## src/rtl/cpu_param.sv

```systemverilog
// -----------------------------------------------------------------------------
// cpu_param
// Parametrised multicycle 8-register RISC core with a 16-bit fixed instruction
// encoding, an ADDR_W-bit program counter and DATA_W-wide registers/datapath.
// Memory accesses use a mem_cmd/mem_ready handshake: an access completes on
// any rising edge where mem_cmd != NONE and mem_ready is high.
//
// Ports
//   clk         in   1        rising-edge clock
//   reset       in   1        synchronous, active-low
//   mem_addr    out  ADDR_W   PC on fetch, latched data address during LDR/STR
//   mem_cmd     out  2        00 NONE, 01 READ, 10 WRITE
//   mem_ready   in   1        completes the current access when high
//   read_data   in   DATA_W   read return; fetch uses bits [15:0]
//   write_data  out  DATA_W   result register C; Rd value during an STR access
//   status      out  3        {V,N,Z}, written only by CMP
//   halt_led    out  1        high once HALT has been decoded
// -----------------------------------------------------------------------------
module cpu_param #(
    parameter int DATA_W   = 16,
    parameter int ADDR_W   = 9,
    parameter int RESET_PC = 0
) (
    input  logic              clk,
    input  logic              reset,
    output logic [ADDR_W-1:0] mem_addr,
    output logic [1:0]        mem_cmd,
    input  logic              mem_ready,
    input  logic [DATA_W-1:0] read_data,
    output logic [DATA_W-1:0] write_data,
    output logic [2:0]        status,
    output logic              halt_led
);

    localparam logic [1:0]        CMD_NONE  = 2'b00;
    localparam logic [1:0]        CMD_READ  = 2'b01;
    localparam logic [1:0]        CMD_WRITE = 2'b10;
    localparam logic [ADDR_W-1:0] PC_INIT   = ADDR_W'(RESET_PC);
    localparam logic [ADDR_W-1:0] PC_ONE    = ADDR_W'(1);

    typedef enum logic [2:0] {
        S_FETCH,
        S_DECODE,
        S_GETA,
        S_GETB,
        S_EXEC,
        S_WB,
        S_MEM,
        S_HALT
    } state_t;

    state_t             r_state;
    logic [ADDR_W-1:0]  r_pc;
    logic [ADDR_W-1:0]  r_daddr;
    logic [15:0]        r_ir;
    logic [DATA_W-1:0]  r_a;
    logic [DATA_W-1:0]  r_b;
    logic [DATA_W-1:0]  r_c;
    logic [DATA_W-1:0]  r_mdr;
    logic [2:0]         r_status;
    logic               r_halt;
    logic [DATA_W-1:0]  r_regs [0:7];

    // Instruction fields
    logic [2:0] w_op;
    logic [1:0] w_sub;
    logic [2:0] w_rn;
    logic [2:0] w_rd;
    logic [1:0] w_sh;
    logic [2:0] w_rm;
    logic [7:0] w_imm8;
    logic [4:0] w_imm5;

    assign w_op   = r_ir[15:13];
    assign w_sub  = r_ir[12:11];
    assign w_rn   = r_ir[10:8];
    assign w_rd   = r_ir[7:5];
    assign w_sh   = r_ir[4:3];
    assign w_rm   = r_ir[2:0];
    assign w_imm8 = r_ir[7:0];
    assign w_imm5 = r_ir[4:0];

    logic w_is_movi;
    logic w_is_movs;
    logic w_is_alu;
    logic w_is_cmp;
    logic w_is_mvn;
    logic w_is_ldr;
    logic w_is_str;
    logic w_is_halt;

    assign w_is_movi = (w_op == 3'b110) && (w_sub == 2'b10);
    assign w_is_movs = (w_op == 3'b110) && (w_sub == 2'b00);
    assign w_is_alu  = (w_op == 3'b101);
    assign w_is_cmp  = w_is_alu && (w_sub == 2'b01);
    assign w_is_mvn  = w_is_alu && (w_sub == 2'b11);
    assign w_is_ldr  = (w_op == 3'b011) && (w_sub == 2'b00);
    assign w_is_str  = (w_op == 3'b100) && (w_sub == 2'b00);
    assign w_is_halt = (w_op == 3'b111) && (w_sub == 2'b00);

    logic [DATA_W-1:0] w_sx8;
    logic [DATA_W-1:0] w_sx5;

    assign w_sx8 = {{(DATA_W-8){w_imm8[7]}}, w_imm8};
    assign w_sx5 = {{(DATA_W-5){w_imm5[4]}}, w_imm5};

    // Shifter applied to the B operand (Rm)
    logic [DATA_W-1:0] w_shb;

    always_comb begin
        w_shb = r_b;
        case (w_sh)
            2'b01:   w_shb = {r_b[DATA_W-2:0], 1'b0};
            2'b10:   w_shb = {1'b0, r_b[DATA_W-1:1]};
            2'b11:   w_shb = {r_b[DATA_W-1], r_b[DATA_W-1:1]};
            default: w_shb = r_b;
        endcase
    end

    logic [DATA_W-1:0] w_sum;
    logic [DATA_W-1:0] w_diff;
    logic [DATA_W-1:0] w_addr_sum;
    logic [DATA_W-1:0] w_alu;
    logic              w_flag_v;
    logic              w_flag_n;
    logic              w_flag_z;

    assign w_sum      = r_a + w_shb;
    assign w_diff     = r_a - w_shb;
    assign w_addr_sum = r_a + w_sx5;

    // Subtraction overflows when the operands differ in sign and the result
    // sign differs from the minuend.
    assign w_flag_v = (r_a[DATA_W-1] ^ w_shb[DATA_W-1]) & (w_diff[DATA_W-1] ^ r_a[DATA_W-1]);
    assign w_flag_n = w_diff[DATA_W-1];
    assign w_flag_z = (w_diff == '0);

    // LDR/STR use the ALU for the effective address, so that is the default.
    always_comb begin
        w_alu = w_addr_sum;
        if (w_is_movs) begin
            w_alu = w_shb;
        end else if (w_is_alu) begin
            case (w_sub)
                2'b00:   w_alu = w_sum;
                2'b01:   w_alu = w_diff;
                2'b10:   w_alu = r_a & w_shb;
                default: w_alu = ~w_shb;
            endcase
        end
    end

    always_ff @(posedge clk) begin
        if (!reset) begin
            r_state  <= S_FETCH;
            r_pc     <= PC_INIT;
            r_daddr  <= '0;
            r_ir     <= '0;
            r_a      <= '0;
            r_b      <= '0;
            r_c      <= '0;
            r_mdr    <= '0;
            r_status <= '0;
            r_halt   <= 1'b0;
            for (int i = 0; i < 8; i++) begin
                r_regs[i] <= '0;
            end
        end else begin
            case (r_state)
                S_FETCH: begin
                    if (mem_ready) begin
                        r_ir    <= read_data[15:0];
                        r_pc    <= r_pc + PC_ONE;
                        r_state <= S_DECODE;
                    end
                end
                S_DECODE: begin
                    if (w_is_movi) begin
                        r_state <= S_WB;
                    end else if (w_is_movs || w_is_mvn) begin
                        r_state <= S_GETB;
                    end else if (w_is_alu || w_is_ldr || w_is_str) begin
                        r_state <= S_GETA;
                    end else if (w_is_halt) begin
                        r_halt  <= 1'b1;
                        r_state <= S_HALT;
                    end else begin
                        r_state <= S_FETCH;
                    end
                end
                S_GETA: begin
                    r_a     <= r_regs[w_rn];
                    r_state <= (w_is_ldr || w_is_str) ? S_EXEC : S_GETB;
                end
                S_GETB: begin
                    // STR visits GETB after the address is formed, to fetch its data.
                    if (w_is_str) begin
                        r_b     <= r_regs[w_rd];
                        r_state <= S_MEM;
                    end else begin
                        r_b     <= r_regs[w_rm];
                        r_state <= S_EXEC;
                    end
                end
                S_EXEC: begin
                    r_c <= w_alu;
                    if (w_is_ldr) begin
                        r_daddr <= w_addr_sum[ADDR_W-1:0];
                        r_state <= S_MEM;
                    end else if (w_is_str) begin
                        r_daddr <= w_addr_sum[ADDR_W-1:0];
                        r_state <= S_GETB;
                    end else if (w_is_cmp) begin
                        r_status <= {w_flag_v, w_flag_n, w_flag_z};
                        r_state  <= S_FETCH;
                    end else begin
                        r_state <= S_WB;
                    end
                end
                S_MEM: begin
                    if (mem_ready) begin
                        if (w_is_ldr) begin
                            r_mdr   <= read_data;
                            r_state <= S_WB;
                        end else begin
                            r_state <= S_FETCH;
                        end
                    end
                end
                S_WB: begin
                    if (w_is_movi) begin
                        r_regs[w_rn] <= w_sx8;
                    end else if (w_is_ldr) begin
                        r_regs[w_rd] <= r_mdr;
                    end else begin
                        r_regs[w_rd] <= r_c;
                    end
                    r_state <= S_FETCH;
                end
                S_HALT: begin
                    r_state <= S_HALT;
                end
                default: begin
                    r_state <= S_FETCH;
                end
            endcase
        end
    end

    // mem_cmd is decoded from the state register and forced to NONE while
    // reset is held, so no access is ever presented during reset even though
    // the state register already sits in FETCH.
    always_comb begin
        mem_cmd = CMD_NONE;
        if (reset) begin
            if (r_state == S_FETCH) begin
                mem_cmd = CMD_READ;
            end else if (r_state == S_MEM) begin
                mem_cmd = w_is_str ? CMD_WRITE : CMD_READ;
            end
        end
    end

    assign mem_addr   = (r_state == S_MEM) ? r_daddr : r_pc;
    assign write_data = ((r_state == S_MEM) && w_is_str) ? r_b : r_c;
    assign status     = r_status;
    assign halt_led   = r_halt;

endmodule
```

## config.mk

```make
export PLATFORM = sky130hd
export DESIGN_NAME = cpu_param
export DESIGN_NICKNAME = d
export VERILOG_FILES = /design/src/rtl/cpu_param.sv
export SDC_FILE = /design/constraint.sdc
export NUM_CORES = 1
export LEC_CHECK = 0
export BUFFER_PORTS_ARGS = -buffer_cell sky130_fd_sc_hd__buf_4
export CAP_MARGIN = 20
export CORE_MARGIN = 2
export CORE_UTILIZATION = 64
export CTS_CLUSTER_DIAMETER = 100
export DETAILED_ROUTE_END_ITERATION = 10
export PLACE_DENSITY = 0.82
export SLEW_MARGIN = 20
export SYNTH_ARGS = -nofsm -noshare
export SYNTH_HDL_FRONTEND = slang
export SYNTH_SLANG_ARGS = --single-unit
```

## constraint.sdc

```tcl
create_clock -name clk -period 4.2 [get_ports clk]
set_input_delay 0 -clock clk [delete_from_list [all_inputs] [get_ports clk]]
set_output_delay 0 -clock clk [all_outputs]
set_load 0.02 [all_outputs]
```

== Word-level counts from Yosys, hierarchy flattened ==
Memories as Yosys holds them, arrays and structs flattened. A register that Yosys moved wholly into a read port is not among the register bits.
Index checks and enable logic that the tools add are counted.
Cells by class
  equal/unequal tests: 20
  bitwise gates (word level): 11
  reduce and logical (&&, ||, !) cells: 25
  muxes and demuxes: 52
  multipliers: 0
  shift operators: 0
  magnitude comparators: 0
  add/sub/neg operators: 4
  divide/modulo/power cells: 0
Operators with widths (number)
  $mux W16: 7
  $pmux W16 S3: 2
  $mux W3: 17
  $add A16 B16 Y16: 2
  $reduce_or A16 Y1: 2
  $mux W9: 3
  $eq A3 B3 Y1 const B: 8
  $pmux W3 S8: 1
  $mux W1: 17
  $and A16 B16 Y16: 1
  $logic_not A16 Y1: 1
  $not A16 Y16: 1
  $sub A16 B16 Y16: 1
  $mux W2: 5
  $add A9 B1 Y9 const B: 1
  $eq A3 B2 Y1 const B: 3
  $eq A2 B2 Y1 const B: 4
  $logic_and A1 B1 Y1: 8
  $reduce_and A2 Y1: 3
  $not A1 Y1: 5
  $reduce_and A5 Y1: 1
  $eq A2 B1 Y1 const B: 2
  $logic_or A1 B1 Y1: 4
  $ne A2 B2 Y1 const B: 2
  10 further kinds: 11
Storage, ports and cells
  input bits: 19
  memories: 1
  bits in writable memories: 128
  bits in read-only memories: 0
  output and inout bits: 31
  register bits after elaboration: 89
  latch bits: 0
  logic and storage cells: 122
Memory list
  r_regs: words 8, width 16, read ports 3, clocked after memory_dff 3, wr ports 8, line 62  | logic [DATA_W-1:0] r_regs [0:7];

== Depth between registers and ports, before layout ==
  depth after elaboration: 10
  mapped depth: 16
  gate-level depth less buffers: 13

== Worst setup path after synthesis ==
Ideal clock, no wire load.
  kind: reg2reg
  start point: register r_ir[4]
  end point: register r_c[14]
  clock period less this slack: 3506 ps
  path buffers: 2
  data arrival time: 3389 ps
  stages on the path, launching flop included: 16
  data required time: 4083 ps
  path slack: 694 ps
  library setup time: 117 ps
  path through: dfxtp_1 -> buf_2 -> buf_1 -> nand2_1 -> o21ai_0 -> ha_1 -> inv_1 -> fa_1 -> nor2b_1 -> o31a_1 -> nor3_2 -> o31ai_2 -> a41oi_1 -> a31oi_1 -> nand4_1 -> a32o_1
Between the ends
  cells in the longest elaborated chain, start to end: 6
  elaborated cells between the ends (all ways): 12
  those cells by class: add/sub: 3; eq/ne: 3; mux: 4; bitwise: 2
Ends and longest elaborated chain
  from (decl): line 55  | logic [15:0] r_ir;
  from (signal assigned): line 172  | r_ir <= read_data[15:0];
  $eq A2 B2 Y1 / $eq A2 B1 Y1 (equally long branches): line 112  | case (w_sh)
  $pmux W16 S3: line 112
  $sub A16 B16 Y16, or another cell as far along: line 129  | assign w_diff = r_a - w_shb;
  $pmux W16 S3: line 144  | case (w_sub)
  $mux W16: line 143  | end else if (w_is_alu) begin
  $mux W16 (*): line 141  | if (w_is_movs) begin
  to (signal assigned): line 206  | r_c <= w_alu;
  to (decl): line 58  | logic [DATA_W-1:0] r_c;
Every way passes the cells marked *; elsewhere a longest branch is shown, timed or not.
A chain may end at the register's enable or synchronous reset.

== Worst setup path in the final report ==
  start point: register r_ir[3]
  end point: register r_c[14]
The elaborated chain is that of the path after synthesis.

==> flow_metrics.env <==
export IMPL_final_nets=1686
export IMPL_min_period_ps=3580
export IMPL_ys_flop_type="edfxtp_1"
export IMPL_syn2layout_area_growth_pct=10.8
export IMPL_async_reset_ff_share_pct=0
export IMPL_netlist_area_um2=15600
export IMPL_cts_sinks=239
export IMPL_power_density_nw_per_um2=368
export IMPL_yosysTopAreaCellShare_pct=24.7
export IMPL_cp_data_required_time_ps=4640
export IMPL_core_um2=24100
export IMPL_critPathCaptureType="flip-flop"
export IMPL_grtUsageMet1_pct=47.5
export IMPL_syn_num_nets=1660
export IMPL_internal_power_mw=4.46
export IMPL_grt_busiest_layer="met2"
export IMPL_reg2reg_depth=14
export IMPL_grt_first_pass_wirelength_um=73500
export IMPL_clockPowerShare_pct=38.0
export IMPL_wl_um=48100
export IMPL_syn_inst=1588
export IMPL_cts_made_buffers=26
export IMPL_drv_cap=0
export IMPL_setup_tns_ps=0
export IMPL_seqPwrFrac_pct=42.1
export IMPL_place_congestion=0.974
export IMPL_fmax_mhz=280
export IMPL_rsz0062_at_grt="false"
export IMPL_hp_class="in -> reg"
export IMPL_slew_headroom_pct=28.7
export IMPL_hold_violations=0
export IMPL_swShare_pct=29.7
export IMPL_cts_resized=0
export IMPL_p_comb_share_pct=19.9
export IMPL_cts_root_buf="clkbuf_16"
export IMPL_path_class="reg -> reg"
export IMPL_grt_pass1_vias=13200
export IMPL_seqCellArea_um2=6070
export IMPL_grtUsageMet2_pct=59.9
export IMPL_grt_usage_pct=37.4
export IMPL_layout_drive_gt1_share_pct=18.5
export IMPL_drt_iter0_drc=1932
export IMPL_cts_reportedPaths_clkPinSlew_ps=60
export IMPL_r2r_slack_ps=620
export IMPL_dieArea_um2=25600
export IMPL_io_pins=50
export IMPL_post_synth_top_area_cell="edfxtp_1"
export IMPL_worst_setup_path_start_kind="flip-flop"
export IMPL_syn_avg_cell_area_um2=9.80
export IMPL_io_buffers=49
export IMPL_dp_hpwl_um=32300
export IMPL_worst_slew_pin_slew_ps=1070
export IMPL_ys_ff_latch=239
export IMPL_yosys_cell_types_count=77
export IMPL_cp_depth=14
export IMPL_synth_edf_count=128
export IMPL_post_drt_wl_per_cell_um=24.5
export IMPL_report_final_slew_viol_count=0
export IMPL_max_clock_path_buffers=3
export IMPL_post_synth_top_count_cell="nor2_1"
export IMPL_grt_max_degree=39
export IMPL_clock_skew_ps=28.8
export IMPL_cts_setup_buffers=0
export IMPL_peakVddDrop_uv=407
export IMPL_antenna_left=0
export IMPL_num_vias=13400
export IMPL_die_y_um=160
export IMPL_drc_errors=0
export IMPL_first_pass_iters=6
export IMPL_multi_input_area_um2=8830
export IMPL_whs_ps=265
export IMPL_cp_top_family="compound AO/OA/AOI/OAI gates"
export IMPL_grt_use_met3_pct=6.88
export IMPL_start_util_pct=64.5
export IMPL_clock_latency_ps=570
export IMPL_diodes=0
export IMPL_ctsHtreeMaxLevel=1
export IMPL_chipWidth_um=160
export IMPL_seq_area_frac_synth_pct=39.0
export IMPL_viasPerCell=6.85
export IMPL_total_leakage_power_nw=6.13
export IMPL_outcome="complete, no violations"
export IMPL_synth_common_cells="235 x nor2_1, 221 x nand2_1, 128 x edfxtp_1"
export IMPL_slowest_stage="dfxtp_1"
export IMPL_netSwitchingPower_mw=1.89
export IMPL_overflow=0
export IMPL_worstPathArrival_ps=4020
export IMPL_setup_viol=0
export IMPL_path_cells="buf_4, mux2i_1, nor2_1, a21oi_1, inv_1, ha_1, nor2b_1, o31a_1, nor3_2, o31ai_2, a41oi_1, a21o_1, o2111ai_1, a32o_1"
export IMPL_fillers=1771
export IMPL_rows=57
export IMPL_synthTopCellsByArea="edfxtp_1 25%, mux4_2 15%, dfxtp_1 14%"
export IMPL_max_stage_delay_ps=420
export IMPL_cts_tree="yes"
export IMPL_worstPathBufferInverterCount=2
export IMPL_holdPathStages=4
export IMPL_antenna_found_initial=1
export IMPL_cp_max_fo=16
export IMPL_post_route_period_util_pct=85.2
export IMPL_yosysWarnings=0
cell families after synthesis:
logic type | synth area share (%)
XOR/XNOR | 2.14
flip-flops | 39.0
multiplexers | 19.2
AND/OR/NAND/NOR | 16.9
AO/OA/AOI/OAI | 14.0
adder cells (fa/ha/maj) | 4.41
buffers and inverters | 4.29
tightest hold or removal path, cell delays in order:
cell and delay [ps]:
dlygate4sd3_1 540, buf_4 150, nand2_1 50, a21oi_1 50
layout make-up:
class	instances	share of cell area, %
inverters	45	0.980
clock inverters	16	0.987
flip-flops and latches	239	35.2
well taps	324	2.35
multi-input cells	1194	51.2
clock buffers	32	4.27
repair buffers	108	4.96
per-stage QoR:
stage                     power (mW)  instance area [um^2]  utilization (%)  worst slack [ps]  std cells
after CTS                       6.32                 17200             71.5               672       1958
after detailed placement        3.93                 16200             67.0               676       1892
after global placement          3.89                 16200             67.0               790       1892
after global routing            6.53                 17200             71.5               377       1958
final                           6.35                 17200             71.5               622       1958
after floorplan                 3.60                 15600                -               694       1588
flip-flops by register name (all words and copies together), names as in the netlist, named ones only:
name and cells:
r_regs 128, halt_led 1, r_pc 9, r_daddr 9, r_c 16, r_b 16
r_a 16, status 3, r_mdr 16, r_state 3, r_ir 16
per-layer routing:
metal	routed length (um)	vias to the layer above
li1	-	5895
met1	17000	6362
met2	22000	934
met3	5470	221
met4	3600	2
met5	13	-
power groups by stage:
| stage | registers (mW) | logic (mW) | clock network (mW) |
|---|---|---|---|
| 2_1_floorplan | 2.64 | 0.965 | 0 |
| 3_3_place_gp | 2.71 | 1.19 | 0 |
| 3_5_place_dp | 2.72 | 1.21 | 0 |
| 4_1_cts | 2.67 | 1.23 | 2.41 |
| 5_1_grt | 2.69 | 1.35 | 2.50 |
| 6_report | 2.68 | 1.26 | 2.41 |
path summary, 6_finish.rpt:
kind,endpoint,startpoint
max reg2reg,r_c[14],r_ir[3]
min,r_mdr[10],read_data[10]
max,r_c[14],r_ir[3]
min reg2reg,status[0],status[0]
layout by cell type, fill, tap and decap left out, types with 5 or more instances in the layout:
master	count
nor3_1	15
nand2b_1	15
nor2_1	235
ha_1	50
dfxtp_1	108
a21oi_1	111
a211o_1	5
edfxtp_1	128
o21bai_1	5
nand2_1	221
buf_4	90
nor2b_1	24
mux4_2	101
o21ai_1	8
dlygate4sd3_1	18
nand4_1	15
a21o_1	9
xor2_1	11
a31o_2	9
o22ai_1	5
xnor2_1	27
a211oi_1	62
and3_1	9
clkinv_2	7
o21ai_2	6
nand3b_1	5
o21ai_0	39
o221ai_1	5
or3_1	7
mux2i_1	52
inv_2	5
o211ai_1	6
nand3_1	28
o31ai_1	6
mux2_2	17
a31oi_1	14
clkbuf_16	27
inv_1	40
what timing repair did:
action                     CTS  global route
hold endpoints to repair    53             0
hold buffers                18             0
setup endpoints to repair    0             0
No activity file was read; power rests on OpenSTA's default activity.
